[src/rtl/rbmm_arbiter.sv]
// rbmm_arbiter: round-robin front end sharing one fixed-latency row multiply unit between two requesters
module rbmm_arbiter #(
  parameter int W   = 16,
  parameter int LAT = 4
) (
  input  logic                  clk,
  input  logic                  rst,
  input  logic                  en,
  input  logic                  req0_v,
  input  logic [3:0][W-1:0]     req0_a,
  output logic                  req0_rdy,
  input  logic                  req1_v,
  input  logic [3:0][W-1:0]     req1_a,
  output logic                  req1_rdy,
  output logic [3:0][W-1:0]     mm_a,
  output logic                  mm_v,
  input  logic [3:0][2*W-1:0]   mm_out,
  input  logic                  mm_out_v,
  output logic                  rsp0_v,
  output logic                  rsp1_v,
  output logic [3:0][2*W-1:0]   rsp_data,
  output logic                  idle,
  output logic                  err
);
  // last holds the id granted most recently; its reset value 1 makes requester 0 win the first tie
  logic           last;
  logic           mm_id;
  logic [LAT-1:0] tag_v;
  logic [LAT-1:0] tag_id;
  logic           hit;
  logic           miss;
  // Grant: a lone valid requester wins, a tie goes to the one not granted last; nothing while in reset
  always_comb begin
    req0_rdy = rst && en && req0_v && (!req1_v || last);
    req1_rdy = rst && en && req1_v && (!req0_v || !last);
  end
  // The oldest tag sits in the top stage exactly when its result strobe is due
  always_comb begin
    hit  = mm_out_v && tag_v[LAT-1];
    miss = mm_out_v != tag_v[LAT-1];
    idle = !mm_v && !(|tag_v);
  end
  // Issue register, tag shift pipeline, response register and sticky error
  always_ff @(posedge clk or negedge rst) begin
    if (!rst) begin
      last     <= 1'b1;
      mm_v     <= 1'b0;
      mm_id    <= 1'b0;
      mm_a     <= '0;
      tag_v    <= '0;
      tag_id   <= '0;
      rsp0_v   <= 1'b0;
      rsp1_v   <= 1'b0;
      rsp_data <= '0;
      err      <= 1'b0;
    end else begin
      mm_v <= req0_rdy || req1_rdy;
      if (req0_rdy || req1_rdy) begin
        mm_a  <= req1_rdy ? req1_a : req0_a;
        mm_id <= req1_rdy;
        last  <= req1_rdy;
      end
      tag_v  <= (tag_v << 1) | LAT'(mm_v);
      tag_id <= (tag_id << 1) | LAT'(mm_id);
      rsp0_v <= hit && !tag_id[LAT-1];
      rsp1_v <= hit && tag_id[LAT-1];
      if (hit) rsp_data <= mm_out;
      if (miss) err <= 1'b1;
    end
  end
endmodule
[config.mk]
export PLATFORM = sky130hd
export DESIGN_NAME = rbmm_arbiter
export DESIGN_NICKNAME = d
export VERILOG_FILES = /design/src/rtl/rbmm_arbiter.sv
export SDC_FILE = /design/constraint.sdc
export NUM_CORES = 1
export LEC_CHECK = 0
export ABC_AREA = 1
export CORE_AREA = 2 2 194 196
export CTS_CLUSTER_DIAMETER = 60
export CTS_CLUSTER_SIZE = 8
export DETAILED_ROUTE_END_ITERATION = 8
export DIE_AREA = 0 0 196 198
export REMOVE_ABC_BUFFERS = 1
export SYNTH_ARGS = -nofsm -noshare
export SYNTH_HDL_FRONTEND = slang
export SYNTH_SLANG_ARGS = --single-unit
export TNS_END_PERCENT = 5
[constraint.sdc]
create_clock -name clk -period 1.84 [get_ports clk]
set_input_delay 0.368 -clock clk [delete_from_list [all_inputs] [get_ports clk]]
set_output_delay 0.368 -clock clk [all_outputs]
set_load 0.01 [all_outputs]
==> qor_table.md, run 1 <==
| Parameter | This run | Unit |
| --- | --- | --- |
| Status | completed | - |
| Number of standard cells in the final layout excluding fillers | 2,075 | - |
| Cell count along the critical path | 1 | - |
| Maximum buffer depth of the clock tree | 3 | - |
| Instance count of the mapped netlist | 1,132 | - |
| Final critical path time including I/O delays and setup | 1.80 | ns |
| Cell variety after synth | 19 | - |
| Global-route wire length before repair | 50.6 | mm |
| Number of cells in the design after placement | 2,023 | - |
| Post-route cell area | 0.0153 | sq mm |
| Vias per std cell | 4.30 | - |
| Row cnt | 71 | - |
| Synthesized area divided by synthesized cell count | 7.98 | sq um |
| Post-CTS Hold Buffers | 0 | - |
| Clock tree from TritonCTS | built | - |
| Pwr Density | 1130 | mW/mm^2 |
| Placer congestion estimate | 0.860 | - |
| Worst skew pair latency | 0.50 | ns |
| Synthesis-to-layout area growth | 69.4 | % |
| Slowest-stage cell, CP | sky130_fd_sc_hd__clkdlybuf4s50_1 | - |
| Crit Path Max Fanout | 2 | - |
| Wirelength per Cell | 15.8 | um |
| RSZ-0062 raised after global routing | no | - |
| Final Hold Fails | 0 | - |
| TritonCTS Buffers | 35 | - |
| Final setup vio count | 0 | - |
| DRC violation total after the first TritonRoute iteration | 277 | - |
| Max-Slew Margin vs Limit | 52.0 | % |
| Number of routed nets with antenna violations | 0 | - |
| Family with the most delay on the worst path | buffers and inverters | - |
| Floorplan core area | 0.0370 | sq mm |
| All-layer global routing usage | 16.6 | % |
| Class of the tightest hold or removal check | in -> async | - |
| Critical Path End Type | output port | - |
| Maximum clock frequency | 556 | MHz |
| Number of maximum-capacitance violations | 0 | - |
| DRT Pass-1 Iters | 4 | - |
| Estimated wirelength of the detail-placed design | 23.7 | mm |
| Maximum vdd drop | 0.000507 | V |
| Pin count of the biggest net entering global routing | 121 | - |
| Master cell of the clock root buffer | sky130_fd_sc_hd__clkbuf_16 | - |
| H-Tree Depth | 2 | - |
| Cell area reported after detailed placement | 0.0142 | sq mm |
| Final Cycle Share | 97.7 | % |
| Starting density of the core | 24.4 | % |
| Buffers plus inverters on the worst setup path | 1 | - |
| Count of state elements after synthesis | 206 | - |
| Remaining routing DRC violations | 0 | - |
| Critical Path Source Type | flop | - |
| Post-synthesis cell area | 0.00903 | sq mm |
| Vertical extent of the die | 198 | um |
| Via count | 8,926 | - |
| Count of pins over their slew limit | 0 | - |
| Yosys warning count | 0 | - |
| Sum of negative setup slack | 0 | ns |
| Post-CTS repair timing setup buffer count | 0 | - |
| Register area share after synthesis | 57.1 | % |
| Total wire length | 32.7 | mm |
| Type of the setup path with the least slack | reg -> out | - |
| Reg area | 0.00516 | sq mm |
| Max stage delay on crit path | 0.57 | ns |
| I/O Buffers | 460 | - |
| Post-layout total power | 17,300 | uW |
| Worst-Margin Slew | 0.720 | ns |
| Number of global-route vias before repair | 8,977 | - |
| Multi-input combinational cell area | 0.00301 | sq mm |
| Count of cells along the worst register-to-register path | 7 | - |
| X dimension of the die | 196 | um |
| GRT overflow | 0 | - |
| Number of placed I/O pins | 461 | - |
| Area of the die | 0.0388 | sq mm |
| Ordered list of cells on the worst path | clkdlybuf4s50_1 | - |
| Clock transition at the registers of the reported paths | 0.05 | ns |
| Data arrival, critical path | 1.43 | ns |
| Fill count | 3,767 | - |
| Proportion of layout cells with a drive suffix above 1 | 5.56 | % |
| Data required time at the worst endpoint | 1.47 | ns |
| Clock skew after layout | 0.00901 | ns |
| # clock sinks | 206 | - |
| Net count of the finished layout | 1,849 | - |
| Leakage power summed over all cells | 0.00809 | uW |
| Number of antenna violations at the first check in global routing | 1 | - |
-- kinds of logic (layout without fill, tap and decap cells) --
family | count (synthesis) | after routing | synth area share (%)
DFF | 206 | 206 | 57.1
and+or+nand+nor | 719 | 719 | 32.8
other | 0 | 1 | 0
buffers and inverters | 205 | 673 | 9.93
AOI/OAI and AO/OA | 1 | 1 | 0.0554
adders and majority gates | 1 | 1 | 0.139
-- metrics by stage --
stage	hold slack (ns)	util [%]	worst slack (ns)
floorplan	0.0724	-	-3.57
global placement	0.334	38.5	-0.234
detailed placement	0.335	38.5	-0.243
CTS	0.127	41.2	0.000640
global route	0.115	41.4	0.000228
finish	0.0915	41.4	0.0430
-- worst reg2reg max path: cells and delay by family, from the launching register on --
kind          cells  cell delay (ns)
buf+inv           2             0.51
simple gates      5             0.46
flops             1             0.53
-- layout make-up --
type / instances / share of cell area (%)
flip-flops and latches: 206 / 33.7
clock buffers: 44 / 6.28
multi-input cells: 721 / 19.7
well taps: 474 / 3.88
diodes: 1 / 0.0164
inverters: 135 / 3.33
clock inverters: 7 / 0.564
repair buffers: 487 / 32.6
-- Yosys cell counts, drive strengths merged --
library cell / count / area share, %
o21ai: 1 / 0.055
buf: 55 / 3.7
or2: 1 / 0.069
nor3: 1 / 0.055
clkbuf: 15 / 0.62
nand3: 192 / 11
inv: 135 / 5.6
nor2: 3 / 0.21
nand2: 521 / 22
dfstp: 1 / 0.29
nor3b: 1 / 0.083
dfrtp: 205 / 57
ha: 1 / 0.14
-- routing by layer --
metal	part of all wire [%]	wire length (um)	vias up	track usage (%)
li1	-	-	4345	-
met1	40	13000	4132	19.6
met2	45	14800	391	26.7
met3	11	3730	58	7.22
met4	3.5	1150	0	6.59
met5	0	0	-	0
-- path summary, 6_finish.rpt --
check / startpoint / to / slack (ns)
setup reg to reg: last / mm_a[3] / 0.23
max in group asynchronous: rst / rsp_data[85] / 1.16
hold reg to reg: tag_id[1] / tag_id[2] / 0.34
setup / recovery: rsp_data[76] / rsp_data[76] / 0.04
min in group clk: tag_id[1] / tag_id[2] / 0.34
hold / removal: rst / mm_a[33] / 0.09
-- flip-flops by register name, indices dropped and copies added (netlist names) --
name,cells
err,1
last,1
mm_a,64
mm_id,1
mm_v,1
rsp0_v,1
rsp1_v,1
rsp_data,128
tag_id,4
tag_v,4
-- cell usage in the layout (no fill, tap or decap) --
| cell | count |
|---|---|
| sky130_fd_sc_hd__buf_12 | 12 |
| sky130_fd_sc_hd__buf_2 | 2 |
| sky130_fd_sc_hd__buf_4 | 15 |
| sky130_fd_sc_hd__buf_8 | 1 |
| sky130_fd_sc_hd__bufinv_16 | 1 |
| sky130_fd_sc_hd__clkbuf_1 | 5 |
| sky130_fd_sc_hd__clkbuf_16 | 36 |
| sky130_fd_sc_hd__clkbuf_2 | 1 |
| sky130_fd_sc_hd__clkbuf_8 | 3 |
| sky130_fd_sc_hd__clkdlybuf4s50_1 | 403 |
| sky130_fd_sc_hd__clkinv_2 | 1 |
| sky130_fd_sc_hd__clkinv_4 | 3 |
| sky130_fd_sc_hd__clkinv_8 | 1 |
| sky130_fd_sc_hd__dfrtp_1 | 205 |
| sky130_fd_sc_hd__dfstp_2 | 1 |
| sky130_fd_sc_hd__diode_2 | 1 |
| sky130_fd_sc_hd__dlygate4sd2_1 | 25 |
| sky130_fd_sc_hd__dlymetal6s2s_1 | 28 |
| sky130_fd_sc_hd__ha_4 | 1 |
| sky130_fd_sc_hd__inv_1 | 133 |
| sky130_fd_sc_hd__inv_2 | 1 |
| sky130_fd_sc_hd__inv_4 | 1 |
| sky130_fd_sc_hd__inv_6 | 1 |
| sky130_fd_sc_hd__nand2_1 | 516 |
| sky130_fd_sc_hd__nand2_2 | 4 |
| sky130_fd_sc_hd__nand2_4 | 1 |
| sky130_fd_sc_hd__nand3_1 | 192 |
| sky130_fd_sc_hd__nor2_1 | 2 |
| sky130_fd_sc_hd__nor2_4 | 1 |
| sky130_fd_sc_hd__nor3_1 | 1 |
| sky130_fd_sc_hd__nor3b_2 | 1 |
| sky130_fd_sc_hd__o21ai_0 | 1 |
| sky130_fd_sc_hd__or2_2 | 1 |
-- where the power goes --
group | total [uW] | leakage (uW) | internal, uW | switching, uW
clock | 5940 | 0.000513 | 3790 | 2150
combinational | 5030 | 0.00502 | 2780 | 2250
sequential | 6320 | 0.00256 | 5670 | 648
total | 17300 | 0.00809 | 12200 | 5050
-- timing repair --
item                       in CTS  in global routing
hold endpoints to repair        0                  0
setup endpoints to repair      28                 30
pin swaps                       0                  1
resized for setup              37                 29
Note: power is estimated with default switching activity, not from simulation.
==> run 2, diff against run 1 <==
--- a/config.mk
+++ b/config.mk
@@ -12,6 +12,7 @@
 export DETAILED_ROUTE_END_ITERATION = 8
 export DIE_AREA = 0 0 196 198
 export REMOVE_ABC_BUFFERS = 1
+export SLEW_MARGIN = 20
 export SYNTH_ARGS = -nofsm -noshare
 export SYNTH_HDL_FRONTEND = slang
 export SYNTH_SLANG_ARGS = --single-unit
==> results of run 2 <==
Same layout as run 1: the final DEF is identical, and so are final timing and power.
